--- src/rtl/btn_pkg.sv ---
// Shared types and defaults for the push-button conditioner.
package btn_pkg;

  typedef enum logic [1:0] {
    ST_LO  = 2'd0,
    CHK_HI = 2'd1,
    ST_HI  = 2'd2,
    CHK_LO = 2'd3
  } btn_state_e;

  localparam int DEBOUNCE_CYC_DEF = 1_250_000;
  localparam int LONG_CYC_DEF     = 125_000_000;

  // Counter width that stays legal when the terminal count is 1.
  function automatic int cnt_w(input int n);
    return (n > 1) ? $clog2(n) : 1;
  endfunction

endpackage

--- src/rtl/btn_debounce_ch.sv ---
// One button channel: 2-flop synchroniser, debounce FSM and, when
// BTN_LONG_PRESS_EN is defined, the long-press hold counter.
module btn_debounce_ch
  import btn_pkg::*;
#(
  parameter int DEBOUNCE_CYC = DEBOUNCE_CYC_DEF,
  parameter int LONG_CYC     = LONG_CYC_DEF
) (
  input  logic sys_clk_125,
  input  logic rst_n,
  input  logic btn,
  output logic btn_level,
  output logic btn_press,
  output logic btn_release,
  output logic btn_long
);

  localparam int CW = cnt_w(DEBOUNCE_CYC);
  localparam logic [CW-1:0] DB_LAST = CW'(DEBOUNCE_CYC - 1);

  btn_state_e    state_q, state_d;
  logic [CW-1:0] db_cnt_q, db_cnt_d;
  logic          sync1_q, sync2_q;
  logic          level_q, level_d;
  logic          press_q, press_d;
  logic          release_q, release_d;

  always_ff @(posedge sys_clk_125 or negedge rst_n) begin
    if (!rst_n) begin
      sync1_q   <= 1'b0;
      sync2_q   <= 1'b0;
      state_q   <= ST_LO;
      db_cnt_q  <= '0;
      level_q   <= 1'b0;
      press_q   <= 1'b0;
      release_q <= 1'b0;
    end else begin
      sync1_q   <= btn;
      sync2_q   <= sync1_q;
      state_q   <= state_d;
      db_cnt_q  <= db_cnt_d;
      level_q   <= level_d;
      press_q   <= press_d;
      release_q <= release_d;
    end
  end

  // Counter is compared before incrementing, so it never exceeds DB_LAST.
  always_comb begin
    state_d   = state_q;
    db_cnt_d  = db_cnt_q;
    level_d   = level_q;
    press_d   = 1'b0;
    release_d = 1'b0;
    unique case (state_q)
      ST_LO: begin
        if (sync2_q) begin
          state_d  = CHK_HI;
          db_cnt_d = '0;
        end
      end
      CHK_HI: begin
        if (!sync2_q) begin
          state_d = ST_LO;
        end else if (db_cnt_q == DB_LAST) begin
          state_d = ST_HI;
          level_d = 1'b1;
          press_d = 1'b1;
        end else begin
          db_cnt_d = db_cnt_q + 1'b1;
        end
      end
      ST_HI: begin
        if (!sync2_q) begin
          state_d  = CHK_LO;
          db_cnt_d = '0;
        end
      end
      CHK_LO: begin
        if (sync2_q) begin
          state_d = ST_HI;
        end else if (db_cnt_q == DB_LAST) begin
          state_d   = ST_LO;
          level_d   = 1'b0;
          release_d = 1'b1;
        end else begin
          db_cnt_d = db_cnt_q + 1'b1;
        end
      end
      default: state_d = ST_LO;
    endcase
  end

  assign btn_level   = level_q;
  assign btn_press   = press_q;
  assign btn_release = release_q;

`ifdef BTN_LONG_PRESS_EN
  localparam int HW = cnt_w(LONG_CYC);
  localparam logic [HW-1:0] HOLD_LAST = HW'(LONG_CYC - 1);

  logic [HW-1:0] hold_cnt_q, hold_cnt_d;
  logic          long_done_q, long_done_d;
  logic          long_q, long_d;

  always_ff @(posedge sys_clk_125 or negedge rst_n) begin
    if (!rst_n) begin
      hold_cnt_q  <= '0;
      long_done_q <= 1'b0;
      long_q      <= 1'b0;
    end else begin
      hold_cnt_q  <= hold_cnt_d;
      long_done_q <= long_done_d;
      long_q      <= long_d;
    end
  end

  // A release accepted on the terminal cycle wins over the long pulse.
  always_comb begin
    hold_cnt_d  = hold_cnt_q;
    long_done_d = long_done_q;
    long_d      = 1'b0;
    if (state_d == ST_LO) begin
      hold_cnt_d  = '0;
      long_done_d = 1'b0;
    end else if (press_d) begin
      hold_cnt_d  = '0;
      long_done_d = 1'b0;
    end else if ((state_q == ST_HI || state_q == CHK_LO) && !long_done_q) begin
      if (hold_cnt_q == HOLD_LAST) begin
        long_d      = 1'b1;
        long_done_d = 1'b1;
      end else begin
        hold_cnt_d = hold_cnt_q + 1'b1;
      end
    end
  end

  assign btn_long = long_q;
`else
  logic unused_long_cfg;
  assign unused_long_cfg = (LONG_CYC != 0);
  assign btn_long        = 1'b0;
`endif

endmodule

--- src/rtl/btn_conditioner.sv ---
// Push-button conditioner: N_BTN independent debounce channels.
// Long-press pulses are compiled in only when BTN_LONG_PRESS_EN is defined.
module btn_conditioner
  import btn_pkg::*;
#(
  parameter int N_BTN        = 4,
  parameter int DEBOUNCE_CYC = DEBOUNCE_CYC_DEF,
  parameter int LONG_CYC     = LONG_CYC_DEF
) (
  input  logic             sys_clk_125,
  input  logic             rst_n,
  input  logic [N_BTN-1:0] btn,
  output logic [N_BTN-1:0] btn_level,
  output logic [N_BTN-1:0] btn_press,
  output logic [N_BTN-1:0] btn_release,
  output logic [N_BTN-1:0] btn_long
);

  for (genvar gi = 0; gi < N_BTN; gi++) begin : g_ch
    btn_debounce_ch #(
      .DEBOUNCE_CYC (DEBOUNCE_CYC),
      .LONG_CYC     (LONG_CYC)
    ) u_ch (
      .sys_clk_125 (sys_clk_125),
      .rst_n       (rst_n),
      .btn         (btn[gi]),
      .btn_level   (btn_level[gi]),
      .btn_press   (btn_press[gi]),
      .btn_release (btn_release[gi]),
      .btn_long    (btn_long[gi])
    );
  end

endmodule
--- config.mk ---
export PLATFORM = sky130hd
export DESIGN_NAME = btn_conditioner
export DESIGN_NICKNAME = d
export VERILOG_FILES = /design/src/rtl/btn_pkg.sv /design/src/rtl/btn_debounce_ch.sv /design/src/rtl/btn_conditioner.sv
export SDC_FILE = /design/constraint.sdc
export NUM_CORES = 1
export LEC_CHECK = 0
export BUFFER_PORTS_ARGS = -buffer_cell sky130_fd_sc_hd__buf_2
export CAP_MARGIN = 20
export CORE_MARGIN = 4
export CORE_UTILIZATION = 42
export CTS_CLUSTER_DIAMETER = 50
export CTS_CLUSTER_SIZE = 20
export DETAILED_ROUTE_END_ITERATION = 10
export PLACE_DENSITY_LB_ADDON = 0.2
export SYNTH_ARGS = -nofsm -noshare
export SYNTH_HDL_FRONTEND = slang
export SYNTH_SLANG_ARGS = --single-unit
--- constraint.sdc ---
create_clock -name sys_clk_125 -period 2.3 [get_ports sys_clk_125]
set_input_delay 0.23 -clock sys_clk_125 [delete_from_list [all_inputs] [get_ports sys_clk_125]]
set_output_delay 0.23 -clock sys_clk_125 [all_outputs]
set_load 0.05 [all_outputs]
==> results_dict.tcl, run 1 <==
set metrics [dict create \
    outcome "complete, no violations" \
    met1_length_mm 6.367 \
    dp_slack_ps 232.2 \
    grt_pass1_wl_mm 22.93 \
    ir_worst_vdd_v 0.0003542 \
    hold_class "reg -> reg" \
    hold_viol 0 \
    worstPathRequired_ps 2510 \
    path_max_fanout 19 \
    synth.avg_cell_area_sq_um 8.980 \
    ys_seq_area_frac 0.4570 \
    dr.max_layer_used "met4" \
    grt_max_degree 54 \
    yosysUniqueCellTypes 68 \
    rsz0062_at_grt "no" \
    area_growth_pct 9.935 \
    tightestPinTransition_ps 698.9 \
    stdcell_area_sq_um 6743 \
    slowest_stage "or4_1" \
    endpoint_kind "register" \
    critPathKind "reg -> reg" \
    fin_util 0.4783 \
    nFillCells 1317 \
    synthFlopType "dfrtp_1" \
    synth_seq_cells 112 \
    tritoncts "built" \
    drt-pass1-iter-count 6 \
    vias 5100 \
    clock-root-buffer "clkbuf_16" \
    drive_above_1_share 0.1094 \
    final.setup.tns_ps 0 \
    pin_count 22 \
    cts.clk_slew.worst_paths_ps 70 \
    clock-sinks 112 \
    rrSetupSlack_ps 210 \
    crit_chain "or4_1, nor4_1, a21o_2, buf_4, o311ai_0" \
    period_share 0.9101 \
    fin_worst_skew_ps 6.546 \
    post_drt_wl_per_cell_um 14.72 \
    seq_area_sq_um 2803 \
    die_w_um 128.8 \
    relSlewSlack 0.5318 \
    drtIter0Drc 399 \
    synth_edf_count 0 \
    die_h_um 128.8 \
    clock_latency_ps 350 \
    critPathLaunch "g_ch[0].u_ch.db_cnt_q[18]" \
    cp-start-kind "register" \
    drtAntennaViolNets 0 \
    syn_inst 683 \
    fmax_mhz 477.7 \
    wl_met2_mm 6.027 \
    dp_hpwl_mm 9.081 \
    cts-resized-gates 0 \
    power_leakage_nw 2.969 \
    final-setup-viol-count 0 \
    dp_cells 863 \
    drc 0 \
    gr-total-overflow 0 \
    cts-htree-levels 3 \
    vias_per_cell 5.769 \
    setup_slack_ps 206.8 \
    gp_congestion 0.8840 \
    synth_area_sq_um 6133 \
    num_rows 43 \
    initial_utilization 0.4351 \
    die_area_sq_um 16600 \
    fin_crit_ps 2093 \
    cts_buffers 9 \
    yosys_warnings 0 \
    max_cap_viol_count 0 \
    cts.path.max_buffers 2 \
    io_buffers 17 \
    whs_ps 353.0 \
    antenna_cells 0 \
    wl_met3_um 497 \
    cpPeakStageDelay_ps 530 \
    total_power_mw 3.947 \
    grt_antenna_before_repair 0 \
    grtUsageTotal 0.1665 \
    stdcell_count 884 \
    hold_start "g_ch[0].u_ch.sync1_q" \
    grt_pass1_vias 4796 \
    placed_area_sq_um 6394 \
    wl_mm 13.01 \
    drv_slew 0 \
    reg2reg_from "g_ch[0].u_ch.db_cnt_q[18]" \
    synthArstFlopShare 1.000 \
    multiInputGateArea_sq_um 3027 \
    worstPathArrival_ps 2300 \
    core_region_area_sq_um 14100 \
    power_density_nw_per_um2 585.3 \
    nNetsFinal 709 \
]
[power by group]
part | total [mW] | internal, mW | switching [mW]
Clock | 1.59 | 0.874 | 0.717
Combinational | 0.255 | 0.0844 | 0.170
Sequential | 2.10 | 2.02 | 0.0795
[cell usage after synthesis (all sizes together), types with 15 or more instances]
cell type | count | area (sq um)
clkbuf | 19 | 71.32
and3 | 23 | 150.1
nor3 | 21 | 121.4
nor2 | 51 | 191.4
nor4 | 16 | 121.4
nand2 | 91 | 341.6
nand3 | 71 | 355.3
dfrtp | 112 | 2803
inv | 19 | 71.31
nand4 | 21 | 131.4
buf | 25 | 180.2
a21oi | 26 | 130.1
or4 | 15 | 112.6
o21ai | 37 | 188.9
mux2i | 17 | 170.2
[placed cells by master, fill, tap and decap left out, types with 5 or more instances in the layout]
master	instances
dfrtp_1	112
mux2i_1	17
a21oi_1	26
inv_1	18
o21ai_0	36
nor4_1	14
nor2_1	51
and3_1	21
xor2_1	13
nand4_1	21
clkbuf_16	9
nor3_1	19
nand2_1	91
and2_1	7
a21o_1	5
buf_4	25
o41ai_1	5
a22o_1	11
nor4b_1	5
buf_2	16
nand3_1	71
or4_1	15
dlygate4sd3_1	5
[metal layers]
layer	global-route usage	vias to the layer above
met5	0	-
met4	0.04200	0
met3	0.03944	9
met2	0.2619	90
met1	0.2329	2498
li1	-	2503
[worst max-delay path, delay by kind of cell (launching register included)]
family          cells  cell delay [ps]
compound gates      2              510
buf+inv             1              220
flops               1              420
simple gates        2              790
[cell type report]
class / instances / share of cell area
repair buffers: 46 / 0.04713
clock inverters: 5 / 0.008350
well taps: 180 / 0.03340
multi-input cells: 511 / 0.4489
flip-flops and latches: 112 / 0.4157
clock buffers: 11 / 0.03600
inverters: 19 / 0.01058
[what timing repair did]
item                                    in CTS  in global routing
endpoints found under the setup margin       0                  0
hold buffers                                 5                  0
buffers inserted                             0                  0
hold endpoints to repair                    53                  0
[flip-flops by register name, summed over array words and instances, names as in the netlist, named ones only]
name / count
g_ch.u_ch.btn_level: 4
g_ch.u_ch.btn_press: 4
g_ch.u_ch.sync2_q: 4
g_ch.u_ch.state_q: 4
g_ch.u_ch.db_cnt_q: 84
g_ch.u_ch.btn_release: 4
g_ch.u_ch.sync1_q: 4
[final timing paths]
path / cells past startpoint / endpoint
worst max register to register: 5 / g_ch[0].u_ch.db_cnt_q[12]
min in group asynchronous: 2 / g_ch[3].u_ch.db_cnt_q[11]
worst max-delay path: 5 / g_ch[0].u_ch.db_cnt_q[12]
worst min register to register: 0 / g_ch[0].u_ch.sync2_q
worst min-delay path: 0 / g_ch[0].u_ch.sync2_q
max in group asynchronous: 3 / g_ch[1].u_ch.db_cnt_q[0]
[cells by family after synthesis]
kind of cell	Yosys count	share of synthesized area
and+or+nand+nor	352	0.3050
buffers and inverters	63	0.05263
other	1	0.0006114
adders and majority gates	4	0.008160
DFF	112	0.4570
muxes	19	0.03141
xor gates and xnor gates	17	0.02428
AOI/OAI and AO/OA	115	0.1210
(Power assumes the default switching activity.)
==> inputs of run 2 (changes only) <==
Settings changed: CORE_UTILIZATION 42 to 60, HOLD_SLACK_MARGIN set to 0.06.
==> run 2 against run 1 <==
Compared with the run above:
- sequential share of layout area increased by 0.95 points
- largest power group unchanged
- total power decreased by 8.6%
- setup slack improved by 43 ps
- flip-flop and latch count unchanged
- cell count decreased by 5.5%
- highest routed layer unchanged
- final area decreased by 2.2%
- die area decreased by 28%
- global-route usage increased by 7.1 points
- sequential power about the same
==> results_dict.tcl, run 2 (synthesized netlist as in run 1, its figures left out) <==
set metrics [dict create \
    setup_slack_ps 249.6 \
    crit_buf_inv 2 \
    critPathLaunch "g_ch[0].u_ch.db_cnt_q[18]" \
    worst_r2r_path_depth 6 \
    grt_max_degree 57 \
    clock-root-buffer "clkbuf_8" \
    dp_cells 814 \
    max_cap_viol_count 0 \
    tritoncts "built" \
    hold_class "in -> async" \
    mostFrequentLayoutCell "dfrtp_1" \
    drtIter0Drc 285 \
    cp.depth 6 \
    nNetsFinal 707 \
    gr-total-overflow 0 \
    cts-htree-levels 3 \
    worstPathRequired_ps 2620 \
    core_region_area_sq_um 9864 \
    path_max_fanout 17 \
    vias_per_cell 6.115 \
    dp_hpwl_mm 8.896 \
    whs_ps 290.2 \
    relSlewSlack 0.5449 \
    grt_pass1_vias 4944 \
    pin_count 22 \
    grt_pass1_wl_mm 22.74 \
    area_growth_pct 7.466 \
    tightestPinTransition_ps 676.5 \
    regMostFlops "g_ch.u_ch.db_cnt_q" \
    clock_latency_ps 390 \
    post_drt_wl_per_cell_um 15.34 \
    gp_congestion 0.8850 \
    dp_slack_ps 273.5 \
    power_leakage_nw 2.925 \
    clock-sinks 112 \
    drt-pass1-iter-count 5 \
    path_delay_family "simple AND/OR/NAND/NOR gates" \
    cp-start-kind "register" \
    vias 5106 \
    final.setup.tns_ps 0 \
    fin_crit_ps 2050 \
    fmax_mhz 487.7 \
    placed_area_sq_um 6332 \
    initial_utilization 0.6218 \
    hold_viol 0 \
    worstSetupEndpoint "g_ch[0].u_ch.db_cnt_q[13]" \
    wl_mm 12.81 \
    rsz0062_at_grt "no" \
    cts.path.max_buffers 2 \
    ir_worst_vdd_v 0.0004902 \
    fin_util 0.6682 \
    endpoint_kind "register" \
    die_h_um 109.1 \
    stdcell_area_sq_um 6591 \
    critPathKind "reg -> reg" \
    power_density_nw_per_um2 547.0 \
    largest_reg_flops 84 \
    grtUsageTotal 0.2375 \
    drv_slew 0 \
    drc 0 \
    final_cell_mix "112 x dfrtp_1, 91 x nand2_1, 71 x nand3_1" \
    period_share 0.8915 \
    die_w_um 109.1 \
    drive_above_1_share 0.1083 \
    reg2reg_from "g_ch[0].u_ch.db_cnt_q[18]" \
    worstPathArrival_ps 2370 \
    antenna_cells 0 \
    reg2reg_to "g_ch[0].u_ch.db_cnt_q[13]" \
    die_area_sq_um 11900 \
    crit_chain "or4_1, nor4_1, a21o_2, buf_4, inv_2, a21oi_1" \
    io_buffers 17 \
    stdcell_count 835 \
    outcome "complete, no violations" \
    drtAntennaViolNets 0 \
    cts_buffers 9 \
    cpPeakStageDelay_ps 540 \
    rrSetupSlack_ps 250 \
    total_power_mw 3.606 \
    num_rows 36 \
    fin_worst_skew_ps 10.30 \
    cts-resized-gates 0 \
    slowest_stage "or4_1" \
    cts.clk_slew.worst_paths_ps 110 \
    grt_antenna_before_repair 0 \
    final-setup-viol-count 0 \
]
## run 2: cell count changes in the layout (fill, tap and decap cells not counted)
cell | before | now
clkinvlp_4 | 1 | 0
inv_8 | 0 | 1
buf_4 | 25 | 22
inv_6 | 0 | 4
clkbuf_16 | 9 | 0
clkinv_2 | 2 | 0
clkbuf_1 | 1 | 0
clkbuf_8 | 1 | 9
buf_12 | 0 | 1
## run 2: power by group
group	switching, mW	leakage (nW)	internal (mW)	total (mW)
clock network	0.718	0.107	0.529	1.25
registers	0.0819	1.53	2.02	2.10
logic	0.170	1.29	0.0852	0.255
total	0.969	2.93	2.64	3.61
## run 2: cell type report
cell class | instances | area, sq um
Fill cell | 813 | 3273
Inverter | 19 | 71.32
Clock buffer | 9 | 123.9
Multi-Input combinational cell | 511 | 3027
Sequential cell | 112 | 2803
Timing Repair Buffer | 44 | 315.3
Tap cell | 133 | 166.4
Clock inverter | 7 | 85.08
## run 2: what timing repair did
action | in CTS | in global routing
hold buffers | 5 | 0
hold endpoints to repair | 28 | 0
buffers inserted | 0 | 0
## run 2: how the worst min path moves through the flow
stage / from / to / slack, ps / cells past startpoint
2_1_floorplan: rst_n / asynchronous set/reset pin / -70 / 0
3_3_place_gp: rst_n / g_ch[3].u_ch.db_cnt_q[9] / 160 / 1
3_5_place_dp: rst_n / g_ch[3].u_ch.db_cnt_q[9] / 170 / 1
4_1_cts: rst_n / g_ch[3].u_ch.db_cnt_q[9] / 280 / 2
5_1_grt: rst_n / asynchronous set/reset pin / 310 / 2
6_report: rst_n / g_ch[3].u_ch.db_cnt_q[9] / 290 / 2
## run 2: per-layer routing
| metal | GRT usage | wire, um |
|---|---|---|
| met1 | 0.3124 | 5862 |
| met2 | 0.3961 | 6324 |
| met4 | 0.06402 | 132 |
| met5 | 0 | 0 |
| met3 | 0.05447 | 494 |
==> inputs of run 3 (changes only) <==
Clock period 2.3 ns to 2.6 ns, I/O delays scaled along.
==> run 3 against run 2 <==
Compared with the run above:
- core utilization decreased by 0.14 points
- critical path depth decreased by 1
- hold slack better by 67 ps
- die area did not move
- combinational power is 15% lower
- wire length fell by 3.0%
- non-clock buffer count fell by 8
- clock power about the same
- fmax down 5.4%
- final area is 0.21% lower
- critical path type unchanged
- highest routed layer unchanged
==> results_dict.tcl, run 3 (synthesized netlist as in run 1, its figures left out) <==
set metrics [dict create \
    grt_max_degree 53 \
    fmax_mhz 461.4 \
    vias_per_cell 6.167 \
    slowest_stage "or4_1" \
    drc 0 \
    die_w_um 109.1 \
    outcome "complete, no violations" \
    whs_ps 357.3 \
    fin_worst_skew_ps 12.38 \
    drive_above_1_share 0.09798 \
    rsz0062_at_grt "no" \
    critPathKind "reg -> reg" \
    grt_pass1_wl_mm 21.64 \
    tightestPinTransition_ps 806.3 \
    relSlewSlack 0.4575 \
    die_area_sq_um 11900 \
    period_share 0.8336 \
    io_buffers 17 \
    stdcell_count 827 \
    dp_hpwl_mm 8.595 \
    worstPathRequired_ps 2880 \
    final_cell_mix "112 x dfrtp_1, 91 x nand2_1, 71 x nand3_1" \
    clock-sinks 112 \
    dp_cells 806 \
    cts.clk_slew.worst_paths_ps 100 \
    initial_utilization 0.6218 \
    fin_crit_ps 2167 \
    hold_class "reg -> reg" \
    num_rows 36 \
    grt_antenna_before_repair 0 \
    nFillCells 788 \
    post_drt_wl_per_cell_um 15.03 \
    cp-start-kind "register" \
    final-setup-viol-count 0 \
    cts_buffers 9 \
    regMostFlops "g_ch.u_ch.db_cnt_q" \
    power_leakage_nw 2.898 \
    endpoint_kind "register" \
    cts.path.max_buffers 2 \
    worstPathArrival_ps 2450 \
    cts-htree-levels 3 \
    final.setup.tns_ps 0 \
    ir_worst_vdd_v 0.0005162 \
    pin_count 22 \
    fin_util 0.6668 \
    die_h_um 109.1 \
    cts_setup_buffers 0 \
    gr-total-overflow 0 \
    drtAntennaViolNets 0 \
    max_cap_viol_count 0 \
    mostFrequentLayoutCell "dfrtp_1" \
    largest_reg_flops 84 \
    path_max_fanout 26 \
    drv_slew 0 \
    clock-root-buffer "clkbuf_8" \
    crit_chain "or4_1, nor4_1, a21o_2, nor4_1, a211o_1" \
    antenna_cells 0 \
    tritoncts "built" \
    wl_mm 12.43 \
    cp_common_cell "nor4_1" \
    nNetsFinal 699 \
    core_region_area_sq_um 9864 \
    clock_latency_ps 380 \
    vias 5100 \
    drtIter0Drc 288 \
    power_density_nw_per_um2 501.7 \
    grtUsageTotal 0.2268 \
    area_growth_pct 7.242 \
    gp_congestion 0.8663 \
    hold_viol 0 \
    cpPeakStageDelay_ps 520 \
    grt_pass1_vias 4807 \
    drt-pass1-iter-count 6 \
]
==> run 3: cell count changes in the layout (fill, tap and decap cells not counted) <==
cell	previous run	this run
buf_4	22	13
bufinv_16	1	3
clkinvlp_4	0	2
clkinv_4	1	0
inv_8	1	0
inv_6	4	1
buf_12	1	2
clkinv_2	0	1
==> run 3: area by class of cell <==
type	count	area (sq um)	share of cell area
Multi-Input combinational cell	511	3027	0.4601
Sequential cell	112	2803	0.4261
Timing Repair Buffer	36	267.8	0.04071
Tap cell	133	166.4	0.02530
Clock buffer	9	123.9	0.01883
Clock inverter	7	118.9	0.01807
Inverter	19	71.32	0.01084
==> run 3: through the flow <==
| stage | setup WS (ps) | power (mW) | cell area [sq um] |
|---|---|---|---|
| after global routing | 241.2 | 3.446 | 6578 |
| final | 432.7 | 3.300 | 6578 |
| after detailed placement | 468.2 | 2.108 | 6285 |
| after floorplan | 736.8 | 2.019 | 6145 |
| after CTS | 436.5 | 3.346 | 6578 |
| after global placement | 483.7 | 2.096 | 6285 |
==> run 3: where the power goes <==
group          total [mW]  internal (mW)  switching [mW]
clock                1.22          0.641           0.583
combinational       0.218         0.0730           0.145
sequential           1.86           1.79          0.0698
==> run 3: routing by layer <==
metal	vias up	part of all wire	track usage
met4	0	0.016	0.07935
met5	-	0	0
li1	2486	-	-
met1	2471	0.44	0.2878
met3	19	0.052	0.05269
met2	124	0.49	0.3807
==> run 3: worst max-delay path: cells and delay by family (launching register included) <==
family	cells	cell delay, ps
AND/OR/NAND/NOR	3	840
AO/OA/AOI/OAI	2	740
flip-flops	1	470
==> run 3: repair_timing <==
| item | CTS | global route |
|---|---|---|
| hold buffers | 5 | 0 |
| endpoints found under the hold margin | 54 | 0 |
| gates resized for setup | 0 | 0 |
==> run 3: worst paths after layout <==
check / depth (start not counted) / startpoint / to / slack [ps]
max: 5 / g_ch[0].u_ch.db_cnt_q[10] / g_ch[0].u_ch.db_cnt_q[20] / 430
min: 0 / g_ch[0].u_ch.sync1_q / g_ch[0].u_ch.sync2_q / 360
max reg2reg: 5 / g_ch[0].u_ch.db_cnt_q[10] / g_ch[0].u_ch.db_cnt_q[20] / 430
min reg2reg: 0 / g_ch[0].u_ch.sync1_q / g_ch[0].u_ch.sync2_q / 360
max in group asynchronous: 3 / rst_n / g_ch[0].u_ch.db_cnt_q[14] / 1450
min in group asynchronous: 2 / rst_n / g_ch[3].u_ch.db_cnt_q[7] / 440
